===== config.mk =====
export PLATFORM = sky130hd
export DESIGN_NAME = vga_scan_timing_flat
export DESIGN_NICKNAME = d
export VERILOG_FILES = /design/src/rtl/vga_scan_timing_pkg.sv /design/src/rtl/vga_scan_timing_if.sv /design/src/rtl/vga_scan_timing_sync_delay_line.sv /design/src/rtl/vga_scan_timing.sv /design/src/flat_wrapper.sv
export SDC_FILE = /design/constraint.sdc
export NUM_CORES = 1
export LEC_CHECK = 0
export ABC_AREA = 1
export CORE_ASPECT_RATIO = 1.75
export CORE_MARGIN = 4
export CORE_UTILIZATION = 51
export CTS_CLUSTER_SIZE = 40
export DETAILED_ROUTE_END_ITERATION = 12
export GPL_ROUTABILITY_DRIVEN = 0
export GPL_TIMING_DRIVEN = 0
export PLACE_DENSITY = 0.74
export SLEW_MARGIN = 15
export SYNTH_ARGS = -nofsm -noshare
export SYNTH_HDL_FRONTEND = slang
export SYNTH_SLANG_ARGS = --single-unit

===== constraint.sdc =====
create_clock -name pclk -period 1.8 [get_ports pclk]
set_input_delay 0.36 -clock pclk [delete_from_list [all_inputs] [get_ports pclk]]
set_output_delay 0.36 -clock pclk [all_outputs]
set_load 0.005 [all_outputs]

===== src/rtl/vga_scan_timing_pkg.sv =====
// Timing constants and shared types for the 800x600@72 VGA raster.
package vga_timing_pkg;

    // Horizontal geometry in pixel clocks.
    localparam int unsigned H_ACTIVE = 800;
    localparam int unsigned H_FP     = 56;
    localparam int unsigned H_SYNC   = 120;
    localparam int unsigned H_BP     = 64;
    localparam int unsigned H_TOTAL  = H_ACTIVE + H_FP + H_SYNC + H_BP;

    // Vertical geometry in lines.
    localparam int unsigned V_ACTIVE = 600;
    localparam int unsigned V_FP     = 37;
    localparam int unsigned V_SYNC   = 6;
    localparam int unsigned V_BP     = 23;
    localparam int unsigned V_TOTAL  = V_ACTIVE + V_FP + V_SYNC + V_BP;

    // Sync windows, [START, END).
    localparam int unsigned HS_START = H_ACTIVE + H_FP;
    localparam int unsigned HS_END   = HS_START + H_SYNC;
    localparam int unsigned VS_START = V_ACTIVE + V_FP;
    localparam int unsigned VS_END   = VS_START + V_SYNC;

    // Coordinate widths.
    localparam int unsigned X_W = 11;
    localparam int unsigned Y_W = 10;

    // Registered active-video payload handed to the pixel pipeline.
    typedef struct packed {
        logic           hen;
        logic           ven;
        logic [X_W-1:0] x;
        logic [Y_W-1:0] y;
        logic           line_start;
        logic           frame_start;
    } scan_t;

endpackage


===== src/rtl/vga_scan_timing_if.sv =====
// Raster timing bus: active-video enables, coordinates, frame markers and syncs.
// master: timing generator drives everything; slave: consumers read everything.
interface vga_scan_timing_if;
    import vga_timing_pkg::*;

    logic           hen;
    logic           ven;
    logic [X_W-1:0] x;
    logic [Y_W-1:0] y;
    logic           line_start;
    logic           frame_start;
    logic           hs;
    logic           vs;

    modport master (output hen, ven, x, y, line_start, frame_start, hs, vs);
    modport slave  (input  hen, ven, x, y, line_start, frame_start, hs, vs);
endinterface


===== src/rtl/vga_scan_timing_sync_delay_line.sv =====
// Fixed-depth shift register that realigns a sync pulse with the RGB pipeline.
// Ports: pclk, rst (async active-high), din -> dout after DEPTH pclk edges.
// Every stage resets to RST_VAL so no stale pulse survives a reset.
module sync_delay_line #(
    parameter int unsigned DEPTH   = 2,
    parameter bit          RST_VAL = 1'b0
) (
    input  logic pclk,
    input  logic rst,
    input  logic din,
    output logic dout
);

    generate
        if (DEPTH == 0) begin : g_bypass
            logic unused_bypass;
            assign unused_bypass = pclk ^ rst;
            assign dout = din;
        end else if (DEPTH == 1) begin : g_single
            logic q;
            always_ff @(posedge pclk or posedge rst) begin
                if (rst) q <= RST_VAL;
                else     q <= din;
            end
            assign dout = q;
        end else begin : g_shift
            logic [DEPTH-1:0] sr;
            always_ff @(posedge pclk or posedge rst) begin
                if (rst) sr <= {DEPTH{RST_VAL}};
                else     sr <= {sr[DEPTH-2:0], din};
            end
            assign dout = sr[DEPTH-1];
        end
    endgenerate

endmodule


===== src/rtl/vga_scan_timing.sv =====
// Free-running raster timing generator: one pixel per pclk.
// Ports: pclk, rst (async active-high), bus (master) carrying hen/ven, x/y,
// line_start/frame_start and the pipeline-aligned hs/vs.
// Geometry defaults to 800x600@72; overrides exist so reduced rasters can be built.
// SYNC_DLY legal range is 0..7.
module vga_scan_timing
    import vga_timing_pkg::*;
#(
    parameter int unsigned SYNC_DLY   = 2,
    parameter bit          HS_POL     = 1'b1,
    parameter bit          VS_POL     = 1'b1,
    parameter int unsigned G_H_ACTIVE = H_ACTIVE,
    parameter int unsigned G_H_FP     = H_FP,
    parameter int unsigned G_H_SYNC   = H_SYNC,
    parameter int unsigned G_H_BP     = H_BP,
    parameter int unsigned G_V_ACTIVE = V_ACTIVE,
    parameter int unsigned G_V_FP     = V_FP,
    parameter int unsigned G_V_SYNC   = V_SYNC,
    parameter int unsigned G_V_BP     = V_BP
) (
    input  logic               pclk,
    input  logic               rst,
    vga_scan_timing_if.master  bus
);

    localparam int unsigned HT  = G_H_ACTIVE + G_H_FP + G_H_SYNC + G_H_BP;
    localparam int unsigned VT  = G_V_ACTIVE + G_V_FP + G_V_SYNC + G_V_BP;
    localparam int unsigned HSS = G_H_ACTIVE + G_H_FP;
    localparam int unsigned HSE = HSS + G_H_SYNC;
    localparam int unsigned VSS = G_V_ACTIVE + G_V_FP;
    localparam int unsigned VSE = VSS + G_V_SYNC;

    logic [X_W-1:0] h_cnt;
    logic [Y_W-1:0] v_cnt;
    scan_t          scan_q;
    logic           hs_q;
    logic           vs_q;
    logic           hs_dly;
    logic           vs_dly;
    logic           h_act_c;
    logic           v_act_c;

    assign h_act_c = (h_cnt < X_W'(G_H_ACTIVE));
    assign v_act_c = (v_cnt < Y_W'(G_V_ACTIVE));

    // Raster counters plus registered decode of the pre-edge counter value.
    always_ff @(posedge pclk or posedge rst) begin
        if (rst) begin
            h_cnt  <= '0;
            v_cnt  <= '0;
            scan_q <= '0;
            hs_q   <= ~HS_POL;
            vs_q   <= ~VS_POL;
        end else begin
            if (h_cnt == X_W'(HT - 1)) begin
                h_cnt <= '0;
                if (v_cnt == Y_W'(VT - 1)) v_cnt <= '0;
                else                       v_cnt <= v_cnt + 1'b1;
            end else begin
                h_cnt <= h_cnt + 1'b1;
            end

            scan_q.hen         <= h_act_c;
            scan_q.ven         <= v_act_c;
            scan_q.x           <= h_act_c ? h_cnt : '0;
            scan_q.y           <= v_act_c ? v_cnt : '0;
            scan_q.line_start  <= (h_cnt == '0);
            scan_q.frame_start <= (h_cnt == '0) && (v_cnt == '0);

            hs_q <= (h_cnt >= X_W'(HSS) && h_cnt < X_W'(HSE)) ? HS_POL : ~HS_POL;
            // vs decodes on v only, so it changes on the h = 0 edge of a line.
            vs_q <= (v_cnt >= Y_W'(VSS) && v_cnt < Y_W'(VSE)) ? VS_POL : ~VS_POL;
        end
    end

    sync_delay_line #(.DEPTH(SYNC_DLY), .RST_VAL(~HS_POL)) u_hs_dly (
        .pclk (pclk),
        .rst  (rst),
        .din  (hs_q),
        .dout (hs_dly)
    );

    sync_delay_line #(.DEPTH(SYNC_DLY), .RST_VAL(~VS_POL)) u_vs_dly (
        .pclk (pclk),
        .rst  (rst),
        .din  (vs_q),
        .dout (vs_dly)
    );

    assign bus.hen         = scan_q.hen;
    assign bus.ven         = scan_q.ven;
    assign bus.x           = scan_q.x;
    assign bus.y           = scan_q.y;
    assign bus.line_start  = scan_q.line_start;
    assign bus.frame_start = scan_q.frame_start;
    assign bus.hs          = hs_dly;
    assign bus.vs          = vs_dly;

endmodule


===== src/flat_wrapper.sv =====
// flat-port wrapper written by rule: the top's interface ports become plain ports
module vga_scan_timing_flat import vga_timing_pkg::*;
#(
    parameter int unsigned SYNC_DLY   = 2,
    parameter bit          HS_POL     = 1'b1,
    parameter bit          VS_POL     = 1'b1,
    parameter int unsigned G_H_ACTIVE = H_ACTIVE,
    parameter int unsigned G_H_FP     = H_FP,
    parameter int unsigned G_H_SYNC   = H_SYNC,
    parameter int unsigned G_H_BP     = H_BP,
    parameter int unsigned G_V_ACTIVE = V_ACTIVE,
    parameter int unsigned G_V_FP     = V_FP,
    parameter int unsigned G_V_SYNC   = V_SYNC,
    parameter int unsigned G_V_BP     = V_BP
)
  (pclk, rst, bus_hen, bus_ven, bus_x, bus_y, bus_line_start, bus_frame_start, bus_hs, bus_vs);
  vga_scan_timing_if bus_i ();
  input  logic pclk;
  input  logic rst;
  output wire logic [$bits(bus_i.hen)-1:0] bus_hen;
  output wire logic [$bits(bus_i.ven)-1:0] bus_ven;
  output wire logic [$bits(bus_i.x)-1:0] bus_x;
  output wire logic [$bits(bus_i.y)-1:0] bus_y;
  output wire logic [$bits(bus_i.line_start)-1:0] bus_line_start;
  output wire logic [$bits(bus_i.frame_start)-1:0] bus_frame_start;
  output wire logic [$bits(bus_i.hs)-1:0] bus_hs;
  output wire logic [$bits(bus_i.vs)-1:0] bus_vs;
  assign bus_hen = bus_i.hen;
  assign bus_ven = bus_i.ven;
  assign bus_x = bus_i.x;
  assign bus_y = bus_i.y;
  assign bus_line_start = bus_i.line_start;
  assign bus_frame_start = bus_i.frame_start;
  assign bus_hs = bus_i.hs;
  assign bus_vs = bus_i.vs;
  vga_scan_timing #(.SYNC_DLY(SYNC_DLY), .HS_POL(HS_POL), .VS_POL(VS_POL), .G_H_ACTIVE(G_H_ACTIVE), .G_H_FP(G_H_FP), .G_H_SYNC(G_H_SYNC), .G_H_BP(G_H_BP), .G_V_ACTIVE(G_V_ACTIVE), .G_V_FP(G_V_FP), .G_V_SYNC(G_V_SYNC), .G_V_BP(G_V_BP)) u_core (.pclk(pclk), .rst(rst), .bus(bus_i));
endmodule

# Word-level counts from Yosys, hierarchy flattened
# Index checks and enable logic that the tools add are counted.
# op_classes
addsub,2
magnitude_cmp,6
eq_ne,2
mux,6
n_reduce_logical,5
# op_table
operator,n
$lt A11 B10 Y1 const B,2
$mux W11,2
$lt A10 B10 Y1 const B,2
$mux W10,2
$add A11 B1 Y11 const B,1
$eq A11 B11 Y1 const B,1
$ge A11 B10 Y1 const B,1
$logic_not A11 Y1,1
$add A10 B1 Y10 const B,1
$eq A10 B10 Y1 const B,1
$ge A10 B10 Y1 const B,1
$logic_not A10 Y1,1
$logic_and A1 B1 Y1,3
$mux W1,2
# word_totals
reg_bits,52
output_inout_bits,27
word_cells,33

# Logic depth before layout (Yosys ltp)
# Gate-level depths: netlist of run 1.
# logic_depth
word_depth,3
mapped_depth,9

# By module
# From an unflattened synthesis of run 1, not the netlist that was laid out.
# hier_totals
hier_cells,248
hier_area_um2,2268.4
# modules_own_cells
module,instances,cells_each,area_per_inst_um2
vga_scan_timing,1,242,2160.8
sync_delay_line,2,3,53.8

# Worst setup path after synthesis of run 1
# Ideal clock, no wire load.
# synth_path
kind,flip-flop to flip-flop
start,reg u_core.h_cnt[0]
end,reg u_core.v_cnt[0]
setup_time_ps,129
t_arrival_ps,1172
slack_ps,499
stages_incl_launch_ff,8
path_buffers,1
synth_period_minus_slack_ps,1301
cell_sequence,dfrtp_1 -> ha_1 -> nand2_2 -> nor2_4 -> nand3_4 -> nor2_8 -> buf_6 -> o21ai_0
# synth_between
elab_chain_len,1
# synth_lines
element,line,rtl
start: declaration,vga_scan_timing.sv:33,logic [X_W-1:0] h_cnt;
start signal: assignment,vga_scan_timing.sv:60,h_cnt <= h_cnt + 1'b1;
$eq A11 B11 Y1,vga_scan_timing.sv:55,if (h_cnt == X_W'(HT - 1)) begin
end signal: assignment,vga_scan_timing.sv:58,else v_cnt <= v_cnt + 1'b1;
end: declaration,vga_scan_timing.sv:34,logic [Y_W-1:0] v_cnt;
# No other way between the ends.
# A chain may end at the register's enable or synchronous reset.

# Final worst setup path of run 1
# layout_path
start,"reg, netlist name u_core.bus.line_start"
end,out bus_line_start
# layout_lines
element,line,rtl
end: declaration,flat_wrapper.sv:24,output wire logic [$bits(bus_i.line_start)-1:0] bus_line_start;
# No word-level cell between the ends.

==> key figures, run 1 <==
Outcome
  • Status: completed

Logic synthesis
  • Syn Area/Cell: ~9 µm²
  • Synth warnings: 0
  • Post-synth EDFFs: 0
  • Synth Area in Compound Gates: 0.04315
  • Yosys top cell by area: dfrtp_1
  • Async set-or-reset flop fraction in the synthesized netlist: 1.000
  • Synth Area in Adders: 0.03277
  • Distinct cell type count after synthesis: 28
  • Synth top area share: 0.5680
  • Post-synth top flop: dfrtp_1
  • Cell Area, Synth: approximately 2300 µm²
  • Most frequent cell after synthesis: dfrtp_1
  • Main area contributors after synthesis: dfrtp_1 (57%), nor2_1 (7.4%), nand2_1 (7.2%)
  • Post-Syn Nets: between 200 and 300
  • Most common library cells after synthesis: dfrtp_1 (52), nor2_1 (45), nand2_1 (44)
  • Simple-gate share of the synthesized area: 0.2414
  • Mux contribution to synthesized area: 0
  • Cells after synthesis: between 200 and 300
  • FF+latch count, synth: 52
  • Sequential area share after synthesis: 0.5680
  • Xor/xnor share of the synthesized area: 0.03823
  • Largest family of logic cells by synthesized area: simple AND/OR/NAND/NOR gates

Worst setup path
  • FF-to-FF End: u_core.v_cnt[3]
  • Critical Path Sink Type: output pin
  • Crit-path slowest cell: clkdlybuf4s50_1
  • Crit path largest cell delay: 0.50 ns
  • Worst r2r src: u_core.v_cnt[1]
  • Top delay family on crit path: buffers and inverters
  • CP Cell Sequence: clkdlybuf4s50_1
  • R2R depth: 6
  • Kind of critical path: flop to output pin
  • Reg2reg setup slack: 0.29 ns
  • Arrival time worst endpoint: between 1 and 1.5 ns
  • Critical Path RT: 1.44 ns
  • Worst-path fanout max: 1
  • Critical path buffers and inverters: 1
  • Critical path origin: u_core.bus.line_start
  • CP Launch Type: flop

Clock tree
  • CTS resizes: 0
  • # hold bufs at CTS: 0
  • Clock root buffer: clkbuf_8
  • Post-CTS setup buffers: 0
  • CTS tree: built
  • Worst-Skew Late Latency: about 0.29 ns
  • Max H-tree Level: 2
  • CTS max path bufs: 2
  • Total CTS buffers: 5
  • Clock sink count: 52
  • Clock slew at reported path FFs: approximately 0.090 ns

Route
  • Met3 wire length: 123 µm
  • Remaining DRCs: 0
  • Via count: 1688
  • Initial DRC count: 19
  • Avg WL per Cell: approximately 13 µm
  • DR WL met2: between 2 and 3 mm
  • Mean number of vias per cell: 4.965
  • DRT antenna net count: 0
  • Wl on met1: 1.544 mm
  • Detailed-route wire length: 4.375 mm
  • Uppermost layer routed: met4
  • First-pass iteration count of the detailed router: 4

Finish
  • Final std cells w/o fill: between 300 and 400
  • Layout net count: 296
  • Share of cells above drive strength 1: 0.09689
  • Reg area: 1301 µm²
  • Antenna diodes: 0
  • Area Growth Syn to Fin: 19.93%
  • Multi-input gate area: just over 800 µm²
  • Fillers: between 300 and 400
  • Finished Cell Area: around 2700 µm²
  • Core Util, Final: 0.6296

Timing
  • Hold Slack: 0.3558 ns
  • Final setup skew: between 0.003 and 0.004 ns
  • RSZ-0062 raised after global routing: false
  • # setup viols final: 0
  • Final setup TNS: 0 ns
  • Fmax: ~0.66 GHz
  • Part of the cycle the worst path needs: 0.8386
  • Slew Limit Fails: 0
  • Tmin final: between 1.5 and 2 ns
  • Final setup margin: 0.2905 ns
  • Worst slew pin tran: approximately 0.53 ns
  • Max-slew headroom: 0.6448
  • Final Hold Viols: 0

Global route
  • Initial antenna violation count: 0
  • Global route overflow: 0
  • Global-route wire length before repair: ~8.0 mm
  • GRT Overall Usage: 0.1819
  • Largest net degree at the start of global routing: 29
  • Vias in the first global route: about 1800

Floorplan
  • Total Die Area: around 5700 µm²
  • Die width: 58.67 µm
  • Core area: between 4000 and 5000 µm²
  • Die height: slightly below 100 µm
  • I/O Pins: 29
  • Starting Density: 0.5249
  • Floorplan row count: 32

Place
  • Placed insts: 332
  • Post-Place Worst Slack: 0.3027 ns
  • Port bufs: 28
  • Area of placed instances: approximately 2700 µm²
  • Final HPWL DP: about 3.4 mm

Min path
  • Worst min-delay path startpoint: u_core.vs_q
  • Hold endpoint: u_core.u_vs_dly.g_shift.sr[0]
  • Hold path depth: 0
  • Hold WC Path Type: flop to flop

Flow run
  • Max Cap Violations: 0

Pwr
  • Peak supply drop: 0.0005530 V
  • PwrDens: 678.6 nW/µm²
  • Pleak: approximately 1.4 nW
  • Overall power: 1.864 mW
[metal layers]
layer / global-route usage / vias up
met5: 0 / -
met3: 0.02804 / 11
met4: 0.06632 / 0
met2: 0.3506 / 31
met1: 0.1849 / 807
li1: - / 839
[placed cells by master (no fill, tap or decap), types with 3 or more instances in the layout]
cell type and n:
dfrtp_1 52, nor2_1 45, nand2_1 44, inv_1 34, clkdlybuf4s50_1 28, nand3_1 19
xor2_1 10, o21ai_0 7, ha_1 6, clkbuf_8 6, inv_2 5, a21oi_1 5
nor2_2 3, o21ai_1 3
[flip-flops by register name, summed over array words and instances, names as in the netlist]
name                        flops
u_core.bus.y                   10
u_core.h_cnt                   11
u_core.bus.ven                  1
u_core.hs_q                     1
u_core.bus.x                   11
u_core.u_vs_dly.g_shift.sr      2
u_core.u_hs_dly.g_shift.sr      2
u_core.v_cnt                   10
u_core.vs_q                     1
u_core.bus.hen                  1
u_core.bus.line_start           1
u_core.bus.frame_start          1
[kinds of logic (layout without fill, tap and decap cells)]
logic type / after synthesis / count (layout)
compound gates: 18 / 18
buf+inv: 43 / 80
xor+xnor: 10 / 10
flops: 52 / 52
simple gates: 122 / 122
other cells: 1 / 1
fa+ha+maj: 6 / 6
[where the power goes]
part | leakage [nW] | internal (mW) | total [mW] | switching [mW]
logic | 0.664 | 0.00832 | 0.0315 | 0.0231
clock network | 0.0510 | 0.307 | 0.665 | 0.357
registers | 0.690 | 1.17 | 1.17 | 0.000266
total | 1.41 | 1.48 | 1.86 | 0.381
[worst max path at each step]
stage,end,slack (ns),cells past startpoint
6_report,bus_line_start,0.29,1
5_1_grt,u_core.v_cnt[3],0.17,6
4_1_cts,bus_line_start,0.27,1
3_5_place_dp,u_core.v_cnt[4],0.30,6
3_3_place_gp,u_core.bus.y[1],-0.72,2
2_1_floorplan,u_core.bus.frame_start,0.18,1
[layout make-up]
cell class	count	share of cell area
multi-input cells	157	0.2978
clock inverters	2	0.003643
clock buffers	6	0.03005
inverters	40	0.05464
plain buffers	3	0.007741
well taps	51	0.02322
repair buffers	29	0.1093
flip-flops and latches	52	0.4736
No activity file was read; power rests on OpenSTA's default activity.
==> run 2, diff against run 1 <==
==> constraint.sdc (replaced) <==
create_clock -name pclk -period 1.52 [get_ports pclk]
set_input_delay 0.304 -clock pclk [delete_from_list [all_inputs] [get_ports pclk]]
set_output_delay 0.304 -clock pclk [all_outputs]
set_load 0.005 [all_outputs]
==> run 2 against run 1 <==
  * The flow now finishes with violations (setup timing)
  * Via count grew 5.6%
  * Worst setup slack lost 0.30 ns
  * Largest cell class unchanged
  * Non-clock buffer count grew 9
  * Hold slack lost 0.014 ns
  * Register-to-register slack lost 0.30 ns
  * Critical path type is now flop to flop
  * Clock power grew 20%
  * Power grew 19%
  * Wire length grew 11%
  * Sequential share of layout area shrank 2.3 points
  * Largest power group unchanged
  * Combinational power grew 21%
==> key figures, run 2 (same netlist as run 1, synthesis figures left out) <==
Clock tree
  • Worst-Skew Late Latency: 0.30 ns (about the same)
  • Clock sink count: 52 (unchanged)
  • Total CTS buffers: 5 (unchanged)
  • Clock slew at reported path FFs: 0.09 ns (about the same)
  • Clock root buffer: clkbuf_8
  • CTS tree: built
  • Max H-tree Level: 2 (unchanged)
  • CTS max path bufs: 2 (unchanged)

Flow run
  • Max Cap Violations: 0 (unchanged)

Worst setup path
  • Crit-path slowest cell: dfrtp_1
  • Crit path largest cell delay: 0.39 ns (-0.11 ns)
  • Critical Path Sink Type: flop
  • Kind of critical path: flop to flop
  • Critical Path RT: 1.71 ns (+0.27 ns)
  • Worst-path fanout max: 4 (+3)
  • Top delay family on crit path: simple AND/OR/NAND/NOR gates
  • CP Launch Type: flop
  • CP Cell Sequence: ha_2 -> nand2_2 -> nor2_4 -> nand3_4 -> nor2_8 -> buf_4 -> nand3_1 -> nand2_1 -> nor2_1
  • Arrival time worst endpoint: 1.72 ns (+0.57 ns)
  • Critical path buffers and inverters: 1 (unchanged)

Global route
  • Vias in the first global route: 1742 (-2.6%)
  • Initial antenna violation count: 0 (unchanged)
  • GRT Overall Usage: 0.1837 (+0.001861)
  • Global-route wire length before repair: 7.962 mm (about the same)
  • Global route overflow: 0 (unchanged)
  • Largest net degree at the start of global routing: 53 (+83%)

Timing
  • Final setup margin: -0.007059 ns (-0.2976 ns)
  • Fmax: approximately 0.65 GHz
  • RSZ-0062 raised after global routing: true
  • # setup viols final: 1 (+1)
  • Final setup skew: 0.01130 ns (+0.007472 ns)
  • Part of the cycle the worst path needs: 1.005
  • Tmin final: ~1.5 ns
  • Final Hold Viols: 0 (unchanged)
  • Slew Limit Fails: 0 (unchanged)

Pwr
  • PwrDens: 769.0 nW/µm² (+13%)
  • Peak supply drop: 0.0007135 V (+29%)
  • Pleak: 1.465 nW (+4.3%)
  • Overall power: 2.220 mW (+19%)

Route
  • Initial DRC count: 37 (+18)
  • DRT antenna net count: 0 (unchanged)
  • Remaining DRCs: 0 (unchanged)
  • Via count: 1783 (+5.6%)
  • Avg WL per Cell: 13.87 µm (+7.8%)
  • Detailed-route wire length: 4.839 mm (+11%)
  • First-pass iteration count of the detailed router: 4 (unchanged)
  • Mean number of vias per cell: 5.109 (+2.9%)

Finish
  • Antenna diodes: 0 (unchanged)
  • Commonest non-fill, non-tap cells in the layout: dfrtp_1 (52), nand2_1 (44), nor2_1 (43), inv_1 (32), clkdlybuf4s50_1 (28)
  • Layout net count: 305 (+3.0%)
  • Reg area: 1301 µm² (unchanged)
  • Fillers: 334 (-8.7%)
  • Area Growth Syn to Fin: 26.00%
  • Biggest regs: u_core.bus.x x11, u_core.h_cnt x11
  • Share of cells above drive strength 1: 0.1544 (+0.05748)
  • Final std cells w/o fill: 349 (+2.6%)
  • Multi-input gate area: 850.8 µm² (+4.0%)
  • Commonest non-fill, non-tap cell in the layout: dfrtp_1

Floorplan
  • Starting Density: 0.5249 (unchanged)
  • Die height: 96.66 µm (unchanged)
  • Die width: 58.67 µm (unchanged)
  • Total Die Area: 5671 µm² (unchanged)
  • I/O Pins: 29 (unchanged)
  • Core area: 4364 µm² (unchanged)
  • Floorplan row count: 32 (unchanged)

Place
  • Final HPWL DP: 3.200 mm (-5.0%)
  • Port bufs: 28 (unchanged)
  • Placed insts: 331 (-0.30%)

Min path
  • Hold WC Path Type: input port to async pin

Outcome
  • Failing checks: setup timing
  • Status: finished with violations
## run 2: layer usage
| layer | global-route usage | vias up | wire (µm) |
|---|---|---|---|
| li1 | - | 857 | - |
| met1 | 0.1945 | 845 | 1607 |
| met2 | 0.3359 | 57 | 2765 |
| met3 | 0.02937 | 24 | 199 |
| met4 | 0.08726 | 0 | 267 |
| met5 | 0 | - | 0 |
## run 2: area by class of cell
| cell class | count | area share |
|---|---|---|
| Buffer | 3 | 0.008669 |
| Tap cell | 51 | 0.02211 |
| Sequential cell | 52 | 0.4508 |
| Clock buffer | 8 | 0.03121 |
| Timing Repair Buffer | 38 | 0.1391 |
| Inverter | 40 | 0.05332 |
| Multi-Input combinational cell | 157 | 0.2948 |
## run 2: final timing paths
kind | from | endpoint | slack (ns) | depth (start not counted)
min | rst | u_core.bus.y[8] | 0.34 | 2
min in group pclk | u_core.u_hs_dly.g_shift.sr[0] | u_core.u_hs_dly.g_shift.sr[1] | 0.35 | 0
max in group asynchronous | rst | u_core.bus.x[6] | 0.70 | 3
max | u_core.h_cnt[0] | u_core.v_cnt[9] | -0.007 | 9
max reg2reg | u_core.h_cnt[0] | u_core.v_cnt[9] | -0.007 | 9
min reg2reg | u_core.u_hs_dly.g_shift.sr[0] | u_core.u_hs_dly.g_shift.sr[1] | 0.35 | 0
## run 2: timing repair
action | in CTS | in global routing
cloned | 0 | 1
hold buffers | 0 | 0
hold endpoints to repair | 0 | 0
setup endpoints to repair | 1 | 14
resized for setup | 1 | 18
setup buffers | 0 | 8
pin swaps | 0 | 3
## run 2: report_power, final
part           leakage [nW]  switching, mW  internal, mW
Clock                0.0455          0.426         0.372
Combinational         0.730         0.0278        0.0102
Sequential            0.690       0.000284          1.38
Total                  1.46          0.454          1.77
## run 2: metrics by stage
step / setup TNS [ns] / hold WS (ns) / setup slack, ns / instance area, µm² / utilization
final: -0.007059 / 0.3418 / -0.007059 / 2887 / 0.6614
after global routing: -0.7482 / 0.3696 / -0.1124 / 2887 / 0.6614
after CTS: 0 / 0.3546 / 0.01267 / 2729 / 0.6253
after detailed placement: -2.118 / 0.3362 / -0.04394 / 2639 / 0.6046
after global placement: -1.263 / 0.3363 / -0.02755 / 2639 / 0.6046
after floorplan: 0 / 0.3312 / 0.2194 / 2295 / -
